[src/rtl/univ_shift_reg.sv]
// rtl/univ_shift_reg.sv - universal shift register with shift counter and word-done pulse
module univ_shift_reg #(
  parameter int               WIDTH     = 8,
  parameter logic [WIDTH-1:0] RESET_VAL = '0
) (
  input  logic                       i_clk,
  input  logic                       i_rst,
  input  logic                       i_en,
  input  logic [2:0]                 i_mode,
  input  logic                       i_sin,
  input  logic [WIDTH-1:0]           i_din,
  output logic [WIDTH-1:0]           o_out,
  output logic                       o_sout,
  output logic [$clog2(WIDTH)-1:0]   o_cnt,
  output logic                       o_word_done
);

  localparam int CW = $clog2(WIDTH);

  localparam logic [2:0] MODE_HOLD = 3'd0;
  localparam logic [2:0] MODE_SHL  = 3'd1;
  localparam logic [2:0] MODE_SHR  = 3'd2;
  localparam logic [2:0] MODE_ROL  = 3'd3;
  localparam logic [2:0] MODE_ROR  = 3'd4;
  localparam logic [2:0] MODE_LOAD = 3'd5;
  localparam logic [2:0] MODE_ASR  = 3'd6;
  localparam logic [2:0] MODE_CLR  = 3'd7;

  // Counter wraps at WIDTH-1 so non-power-of-two widths count 0..WIDTH-1.
  localparam logic [CW-1:0] CNT_MAX = CW'(WIDTH - 1);

  logic [WIDTH-1:0] out_q, out_d;
  logic             sout_q, sout_d;
  logic [CW-1:0]    cnt_q, cnt_d;
  logic             done_q, done_d;
  logic             is_shift;

  // Next-state decode: data path per mode, then shared counter/pulse logic for shift ops.
  always_comb begin
    out_d    = out_q;
    sout_d   = sout_q;
    cnt_d    = cnt_q;
    done_d   = 1'b0;
    is_shift = 1'b0;
    if (i_en) begin
      case (i_mode)
        MODE_SHL: begin
          out_d    = {out_q[WIDTH-2:0], i_sin};
          sout_d   = out_q[WIDTH-1];
          is_shift = 1'b1;
        end
        MODE_SHR: begin
          out_d    = {i_sin, out_q[WIDTH-1:1]};
          sout_d   = out_q[0];
          is_shift = 1'b1;
        end
        MODE_ROL: begin
          out_d    = {out_q[WIDTH-2:0], out_q[WIDTH-1]};
          sout_d   = out_q[WIDTH-1];
          is_shift = 1'b1;
        end
        MODE_ROR: begin
          out_d    = {out_q[0], out_q[WIDTH-1:1]};
          sout_d   = out_q[0];
          is_shift = 1'b1;
        end
        MODE_ASR: begin
          out_d    = {out_q[WIDTH-1], out_q[WIDTH-1:1]};
          sout_d   = out_q[0];
          is_shift = 1'b1;
        end
        MODE_LOAD: begin
          out_d = i_din;
          cnt_d = '0;
        end
        MODE_CLR: begin
          out_d  = '0;
          sout_d = 1'b0;
          cnt_d  = '0;
        end
        MODE_HOLD: begin
          out_d = out_q;
        end
        default: begin
          out_d = out_q;
        end
      endcase
    end
    if (is_shift) begin
      if (cnt_q == CNT_MAX) begin
        cnt_d  = '0;
        done_d = 1'b1;
      end else begin
        cnt_d = cnt_q + 1'b1;
      end
    end
  end

  // State register with asynchronous reset; every output comes straight from a flop.
  always_ff @(posedge i_clk or posedge i_rst) begin
    if (i_rst) begin
      out_q  <= RESET_VAL;
      sout_q <= 1'b0;
      cnt_q  <= '0;
      done_q <= 1'b0;
    end else begin
      out_q  <= out_d;
      sout_q <= sout_d;
      cnt_q  <= cnt_d;
      done_q <= done_d;
    end
  end

  assign o_out       = out_q;
  assign o_sout      = sout_q;
  assign o_cnt       = cnt_q;
  assign o_word_done = done_q;

endmodule

[config.mk]
export PLATFORM = sky130hd
export DESIGN_NAME = univ_shift_reg
export DESIGN_NICKNAME = d
export VERILOG_FILES = /design/src/rtl/univ_shift_reg.sv
export SDC_FILE = /design/constraint.sdc
export NUM_CORES = 1
export LEC_CHECK = 0
export CAP_MARGIN = 25
export CORE_MARGIN = 3
export CORE_UTILIZATION = 44
export DETAILED_ROUTE_END_ITERATION = 10
export GPL_ROUTABILITY_DRIVEN = 0
export HOLD_SLACK_MARGIN = 0.06
export PLACE_DENSITY_LB_ADDON = 0.05
export SLEW_MARGIN = 0
export SYNTH_ARGS = -nofsm -noshare
export SYNTH_HDL_FRONTEND = slang
export SYNTH_SLANG_ARGS = --single-unit
[constraint.sdc]
create_clock -name i_clk -period 1.3 [get_ports i_clk]
set_input_delay 0.325 -clock i_clk [delete_from_list [all_inputs] [get_ports i_clk]]
set_output_delay 0.325 -clock i_clk [all_outputs]
set_load 0.03 [all_outputs]
==> results by group <==
Detailed routing
  – Met1 wire length: just over 1000 um
  – Met2 Routed Length: about 1100 um
  – Highest metal used: met4
  – WL met3: 189 um
  – Initial DRC count: 54
  – Wire per inst: roughly 15 um
  – Routed wire length: 2400 um
  – Drt drc: 0
  – Drt first pass iters: 4
  – Vias post-DR: 920
  – Routed Antenna Nets: 0
  – Vias/cell: between 5 and 6

Layout
  – Layout cells sized above 1: 37.5%
  – Area grow syn2layout: 51.0%
  – Design area: roughly 1300 um^2
  – FF/Latch Area: between 300 and 400 um^2
  – Net count, final: 154
  – N_diodes: 0
  – FILL cells: around 160
  – Multi-input gate area: approximately 480 um^2

Clock network
  – CTS tree: done
  – Clock Tree Buf Depth: 2
  – Sink Count: 13
  – H-tree depth: 1
  – Root Buffer: clkbuf_4
  – Worst-Skew Late Latency: ~0.27 ns
  – Reg clk slew, reported paths: about 0.080 ns
  – Hold-fix buffers, CTS: 0
  – Cts bufs inserted: 3

Logic synthesis
  – Synth async-reset ratio: 100%
  – Syn Area/Cell: 9.25 um^2
  – Register area share after synthesis: about two fifths
  – Mapped Cells: 91
  – Total nets after synthesis: approximately 110
  – EDFF count, synth: 0
  – Count leader, synth: dfrtp_1
  – Post-synth top cells: 13 x dfrtp_1, 11 x nand2_1, 6 x nor2_1
  – Synth Cell Area: approximately 840 um^2
  – Area contributors post-synth: dfrtp_1 39%, nand2_1 4.9%, a22oi_1 3.6%
  – Area share of the largest cell type after synthesis: approximately 39%
  – Yosys warnings: 0
  – Dominant cell type by area after synthesis: dfrtp_1
  – Synth cell types: 37
  – Most used flip-flop cell after synthesis: dfrtp_1
  – Flops & latches, synth: 13

Place
  – DPL Wire Length: roughly 1700 um
  – Placed Area: around 1200 um^2
  – IO buf count: 27

Die
  – Core Area: 1760 um^2
  – Rows: 15
  – Die Height: between 40 and 50 um
  – Die Wd: roughly 50 um
  – DIE AREA: around 2500 um^2
  – Io pins: 28
  – Initial core utilization: a little under half

Critical path
  – Worst endpoint data arrival time: approximately 0.93 ns
  – Worst Path Buf+Inv: 1
  – Critical path's top delay family: flip-flops
  – Slowest-stage cell, CP: dfrtp_1
  – Critical path type: flop to output pin
  – CP max stage delay: 0.45 ns
  – Critical Path RT: approximately 0.98 ns
  – Crit end category: output pin
  – R2r setup slk: 0.09 ns
  – Setup crit start kind: flop
  – Sequence of cells on the critical path: buf_4
  – CP Max Fanout: 6

Global route
  – GRT Util Overall: 20.4%
  – Remaining global-route overflow: 0
  – Initial antenna violation count: 0
  – First-pass GRT wire length: approximately 4000 um
  – Pin count of the biggest net entering global routing: 14
  – Vias in the first global route: roughly 920

STA
  – Tcrit/Tclk final: 96.3%
  – Relative slew margins: between 80% and 90%
  – Slew @ Worst Pin: 0.249 ns
  – Clock skew: about 0.00046 ns
  – Final setup fails: 0
  – Final hold vios: 0
  – Tmin final: ~1.3 ns
  – Pins Over Slew Limit: 0
  – Fmax achieved: between 0.7 and 0.8 GHz
  – Worst Hold Slack: 0.333 ns

Pwr
  – Leak: 0.583 nW
  – Post-route total power: around 1.4 mW
  – Cell Pwr Density: about 1100 nW/um^2
  – Worst vdd ir: between 0.7 and 0.8 mV

Job
  – Max-cap viol count: 0

Run status
  – Status: finished clean

Hold path
  – Tightest Hold Check Type: primary input to async pin
sequential cells by signal (all words and copies together) (netlist names):
name         cells
o_cnt            3
o_out            8
o_sout           1
o_word_done      1
area by class of cell:
| class | count | area share [%] |
|---|---|---|
| timing repair buffer | 46 | 30.0 |
| sequential | 13 | 25.8 |
| tap | 25 | 2.46 |
| inverter | 6 | 1.77 |
| clock buffer | 4 | 2.07 |
| multi-input combinational | 67 | 37.9 |
placed cells by master, fill, tap and decap left out, types with 4 or more instances in the layout:
| cell | Yosys | final |
|---|---|---|
| a21oi_1 | 5 | 5 |
| a22oi_1 | 4 | 4 |
| buf_4 | 1 | 28 |
| clkdlybuf4s50_1 | 0 | 10 |
| dfrtp_1 | 13 | 11 |
| inv_1 | 5 | 4 |
| nand2_1 | 11 | 11 |
| nor2_1 | 6 | 5 |
cells by family (layout without fill, tap and decap cells):
kind of cell             count (synthesis)  in the layout  synth area share [%]
AO/OA/AOI/OAI                           35             35                  31.7
AND/OR/NAND/NOR                         26             26                  14.4
flip-flops                              13             13                  38.6
buffers and inverters                   11             56                  7.43
multiplexers                             3              3                  3.86
adder cells (fa/ha/maj)                  2              2                  2.97
XOR/XNOR                                 1              1                  1.04
metal layers:
metal  global-route usage, %  vias to the layer above
met4                    8.29                        0
met3                    4.83                        8
met5                       0                        -
met1                    26.4                      435
li1                        -                      430
met2                    32.6                       47
where the power goes:
group	switching (mW)	internal [mW]	leakage [nW]	total [mW]
registers	0.0831	0.480	0.153	0.563
logic	0.342	0.285	0.414	0.627
clock network	0.130	0.119	0.0150	0.249
total	0.556	0.884	0.583	1.44
repair_timing:
action                                  4_1_cts  5_1_grt
pin swaps                                     1        1
endpoints found under the setup margin       13        7
resized for setup                             8        9
buffers inserted                              1        1
gates cloned                                  1        0
through the flow:
| stage | worst slack (ns) | TNS [ns] | instances | util (%) |
|---|---|---|---|---|
| 5_1_grt | -0.0171 | -0.0171 | 161 | 72.1 |
| 3_5_place_dp | -0.521 | -5.61 | 154 | 67.6 |
| 2_1_floorplan | 0.0177 | 0 | 91 | - |
| 3_3_place_gp | -0.496 | -5.38 | 154 | 67.6 |
| 4_1_cts | 0.0116 | 0 | 160 | 70.0 |
| 6_report | 0.0480 | 0 | 161 | 72.1 |
final timing paths:
| path | from | to | depth (start not counted) |
|---|---|---|---|
| max reg2reg | o_cnt[0]$_DFFE_PP0P_ | o_cnt[0]$_DFFE_PP0P_ | 3 |
| min reg2reg | o_cnt[0]$_DFFE_PP0P_ | o_cnt[0]$_DFFE_PP0P_ | 1 |
| max in group asynchronous | i_rst | o_cnt[0]$_DFFE_PP0P_ | 3 |
| max | o_out[1]$_DFFE_PP0P_ | o_out[1] | 1 |
| min in group i_clk | o_cnt[0]$_DFFE_PP0P_ | o_cnt[0]$_DFFE_PP0P_ | 1 |
| min | i_rst | o_out[2]$_DFFE_PP0P_ | 3 |
Note: power is estimated with default switching activity, not from simulation.
==> RTL change 1: new RTL, same flow settings <==
`WIDTH`: 8 -> 16.
--- a/src/rtl/univ_shift_reg.sv
+++ b/src/rtl/univ_shift_reg.sv
@@ -1,6 +1,6 @@
 // rtl/univ_shift_reg.sv - universal shift register with shift counter and word-done pulse
 module univ_shift_reg #(
-  parameter int               WIDTH     = 8,
+  parameter int               WIDTH     = 16,
   parameter logic [WIDTH-1:0] RESET_VAL = '0
 ) (
   input  logic                       i_clk,
Ports: changed (resized i_din, o_cnt and o_out); port bits go from 28 to 45. No check against the original RTL was run, so the function may have changed too.
==> RTL change 1 against the unedited design <==
- area after synthesis increased by 61%
- routed wire length increased by 85%
- setup slack got worse by 0.034 ns
- first-iteration DRC count increased by 140%
- total power increased by 80%
- via count increased by 69%
- final area increased by 68%
- worst hold slack got worse by 0.015 ns
- sequential cell count increased by 9
- critical path type unchanged
==> RTL change 1: results (changes against the unedited design) <==
metric,value,unit,change
run status,"finished, final reports clean",,
post-CTS setup buffer count,3,,+2
buffers added on ports,44,,+63%
routed wire length,4430,um,+85%
sequential share of cell area,26.3,%,+0.54 points
Synth top cells by count,"nand2_1, dfrtp_1, nor2_1, a21oi_1, a31oi_1",,
Hold Slack,0.318,ns,-0.0154 ns
cts repair resizes,27,,+19
post-route insts no fill,259,,+61%
clock latency on the worst-skew pair,0.32,ns,+0.05 ns
crit path max fanout,5,,-1
post-synthesis xor/xnor area fraction,1.29,%,+0.25 points
Worst Reg2Reg Path Length in Cells,5,,+2
Post-Syn Area per Cell,8.69,um2,-6.0%
"Data arrival, critical path",0.96,ns,+0.03 ns
Post-layout nets,253,,+64%
Unique masters post-synth,34,,-8.1%
layout cells sized above 1,39.0,%,+1.5 points
first-pass GRT wire length,6560,um,+65%
Vias,1556,,+69%
clk slew on worst S/H paths,0.14,ns,+0.06 ns
multi-input logic cell count,120,,+79%
Synth Register Bits,22,,+9
reg2reg end,o_cnt[3]$_DFFE_PP0P_,,
DP Cell Count,242,,+57%
NonClk Buf Share,32.2,%,+2.2 points
Rel. slew slack,77.8,%,-5.6 points
top post-synthesis cells by area,"dfrtp_1, nand2_1, a32oi_1",,
Post-Route Skew,0.00693,ns,+0.00647 ns
sequential area share after synthesis,40.6,%,+2.0 points
initial DRC count,128,,+140%
Clock buf/inv share,1.70,%,-0.37 points
[RTL change 1: cell types whose count changed after synthesis, moves of 4 or more]
cell,delta
a221oi_1,+4
o21ai_0,+4
nor2_1,+8
dfrtp_1,+9
a31oi_1,+7
a21oi_1,+8
nand2_1,+15
o22a_1,+4
a32oi_1,+6
a22oi_1,-4
[RTL change 1: metal layers]
layer	vias to the layer above	routed length [um]	share of wire [%]	GRT usage, %
li1	729	-	-	-
met1	746	2000	45	32.7
met2	71	2090	47	38.0
met3	10	266	6.0	3.56
met4	0	70	1.6	7.88
met5	-	0	0	0
[RTL change 1: through the flow]
step	total power (W)	setup WS [ns]	util [%]
after global routing	0.00271	-0.0137	75.0
after CTS	0.00245	0.00248	72.0
after global placement	0.00197	-0.506	66.5
after detailed placement	0.00200	-0.553	66.5
final	0.00259	0.0144	75.0
after floorplan	0.00157	-0.139	-
[RTL change 1: report_power, final]
part	internal, W	total [W]	switching, W
combinational	0.000561	0.00119	0.000628
sequential	0.000826	0.00100	0.000174
clock	0.000171	0.000404	0.000232
total	0.00156	0.00259	0.00103
[RTL change 1: worst max path at each step]
stage | startpoint | endpoint | slack (ns) | depth (start not counted)
3_5_place_dp | i_mode[0] | o_out[2]$_DFFE_PP0P_ | -0.55 | 5
3_3_place_gp | i_mode[0] | o_out[11]$_DFFE_PP0P_ | -0.51 | 5
2_1_floorplan | i_mode[0] | o_out[11]$_DFFE_PP0P_ | -0.14 | 6
5_1_grt | o_cnt[1]$_DFFE_PP0P_ | o_cnt[1] | -0.01 | 1
6_report | o_out[0]$_DFFE_PP0P_ | o_out[0] | 0.01 | 1
4_1_cts | o_out[3]$_DFFE_PP0P_ | o_out[3] | 0.002 | 1
==> RTL change 2: new RTL, config.mk and constraints unchanged <==
Without the edit above. The output `o_word_done` loses its register stage (`done_q` becomes a continuous assignment).
--- a/src/rtl/univ_shift_reg.sv
+++ b/src/rtl/univ_shift_reg.sv
@@ -102,14 +102,14 @@
       out_q  <= RESET_VAL;
       sout_q <= 1'b0;
       cnt_q  <= '0;
-      done_q <= 1'b0;
     end else begin
       out_q  <= out_d;
       sout_q <= sout_d;
       cnt_q  <= cnt_d;
-      done_q <= done_d;
     end
   end
+
+  assign done_q = done_d;
 
   assign o_out       = out_q;
   assign o_sout      = sout_q;
Function: changed (a bounded check fails within 10 cycles, from zero or initial values and one cycle with i_rst high).
==> RTL change 2 against the unedited design <==
- the run now ends with setup timing left
- global-route usage grew 1.4 points
- die area shrank 5.0%
- setup slack lost 0.41 ns
- total power grew 16%
- final area shrank 0.69%
- core utilization grew 7.1 points
- clock skew grew 0.0041 ns
- sequential cell count shrank 1
- critical path type unchanged
- critical path depth grew 3
- area after synthesis shrank 5.6%
- routed wire length grew 5.7%
- maximum frequency shrank 25%
==> RTL change 2: results (changes against the unedited design) <==
metric,value,unit,change
Worst Reg2Reg Path Length in Cells,5,,+2
clk slew on worst S/H paths,0.09,ns,
endpoints failing setup,3,,+3
Worst VDD drop,0.000926,V,+18%
Unique masters post-synth,33,,-11%
largest net degree at the start of global routing,13,,-1
reg2reg end,o_cnt[0]$_DFFE_PP0P_,,
Lkg Pwr,0.559,nW,-4.0%
first-pass GRT wire length,3940,um,-0.88%
dpl hpwl,1650,um,-1.5%
Detailed Routing Iterations Pass 1,4,,unchanged
routed wire length,2530,um,+5.7%
failing checks,setup timing,,
top post-synthesis cells by area,"dfrtp_1, a32oi_1, a21oi_1",,
# diodes,0,,unchanged
r2r startpoint,o_cnt[0]$_DFFE_PP0P_,,
layout cells sized above 1,40.8,%,+3.3 points
placed cell areas,1150,um2,-3.3%
final worst setup slack,-0.363,ns,-0.411 ns
initial DRC count,20,,-63%
run status,"complete, but fails checks",,
max reg flops,8,,unchanged
clock buffer count from CTS,3,,unchanged
Async SR Flop Fraction,100,%,unchanged
Post-layout nets,148,,-3.9%
syn nets,103,,-4.6%
number of global-route vias before repair,811,,-12%
Via density,5.62,,-1.6%
flop-to-flop setup slack,0.05,ns,-0.04 ns
CP startpoint kind,flip-flop,,
clock latency on the worst-skew pair,0.30,ns,+0.03 ns
Synth top cells by count,"dfrtp_1, a21oi_1, nand2_1, nor2_1, a32oi_1",,
Crit-path slowest cell,dfrtp_2,,
initial antenna violation count,0,,unchanged
post-place setup slack,-0.570,ns,-0.0492 ns
crit path max fanout,2,,-4
Worst-Margin Slew,0.251,ns,+0.00219 ns
worst min path class,primary input to asynchronous set/reset pin,,
CP endpoint,o_word_done,,
sequential area share after synthesis,37.8,%,-0.84 points
Total Routing Usage GR,21.9,%,+1.4 points
Post-Route Skew,0.00452,ns,+0.00406 ns
buffers added on ports,27,,unchanged
"Data arrival, critical path",1.34,ns,+0.41 ns
Filler Cells Inserted,108,,-30%
==> RTL change 2: repair_timing <==
item,in CTS,in global routing
setup buffers,2,2
resized for setup,11,10
setup endpoints to repair,15,5
pin swaps,1,2
==> RTL change 2: worst max-delay path, delay by kind of cell (launching register included) <==
family | cells | cell delay, ns
buffers and inverters | 1 | 0.13
and+or+nand+nor | 1 | 0.14
adders and majority gates | 2 | 0.32
DFF | 1 | 0.45
==> RTL change 2: cells by family after synthesis <==
| family | after synthesis | share of synthesized area, % |
|---|---|---|
| buffers and inverters | 9 | 7.72 |
| AOI/OAI and AO/OA | 33 | 30.9 |
| DFF | 12 | 37.8 |
| adders and majority gates | 2 | 3.15 |
| xor gates and xnor gates | 1 | 1.10 |
| and+or+nand+nor | 29 | 19.4 |
==> RTL change 2: area by class of cell <==
cell class / instances / area [um2] / share of cell area [%]
timing repair buffer: 45 / 385 / 30.5
sequential: 12 / 304 / 24.1
tap: 24 / 30.0 / 2.38
inverter: 4 / 15.0 / 1.19
multi-input combinational: 65 / 492 / 38.9
clock buffer: 4 / 36.3 / 2.87
==> RTL change 2: power breakdown <==
part | switching [W] | total, W | internal (W) | leakage, nW
Sequential | 0.000108 | 0.000568 | 0.000460 | 0.139
Clock | 0.000158 | 0.000329 | 0.000171 | 0.0210
Combinational | 0.000404 | 0.000767 | 0.000363 | 0.399
==> RTL change 2: how the worst min path moves through the flow <==
stage / start / to / slack [ns] / depth (start not counted)
6_report: i_rst / o_out[4]$_DFFE_PP0P_ / 0.30 / 3
2_1_floorplan: i_rst / o_cnt[2]$_DFFE_PP0P_ / 0.19 / 1
4_1_cts: i_rst / o_out[2]$_DFFE_PP0P_ / 0.33 / 3
3_5_place_dp: o_sout$_DFFE_PP0P_ / o_sout$_DFFE_PP0P_ / 0.49 / 1
5_1_grt: i_rst / o_out[3]$_DFFE_PP0P_ / 0.33 / 3
3_3_place_gp: o_sout$_DFFE_PP0P_ / o_sout$_DFFE_PP0P_ / 0.49 / 1
==> RTL change 2: through the flow <==
step	hold slack (ns)	setup TNS, ns	std cells
6_report	0.304	-0.538	154
5_1_grt	0.326	-0.653	154
3_5_place_dp	0.494	-5.92	146
2_1_floorplan	0.190	-0.00726	86
3_3_place_gp	0.495	-5.69	146
4_1_cts	0.331	-0.357	152
==> RTL change 2: routing by layer <==
layer | track usage [%] | share of wire, % | vias to the layer above
li1 | - | - | 407
met1 | 27.7 | 39 | 395
met2 | 37.2 | 50 | 54
met3 | 3.37 | 8.6 | 10
met4 | 9.00 | 2.8 | 0
met5 | 0 | 0 | -
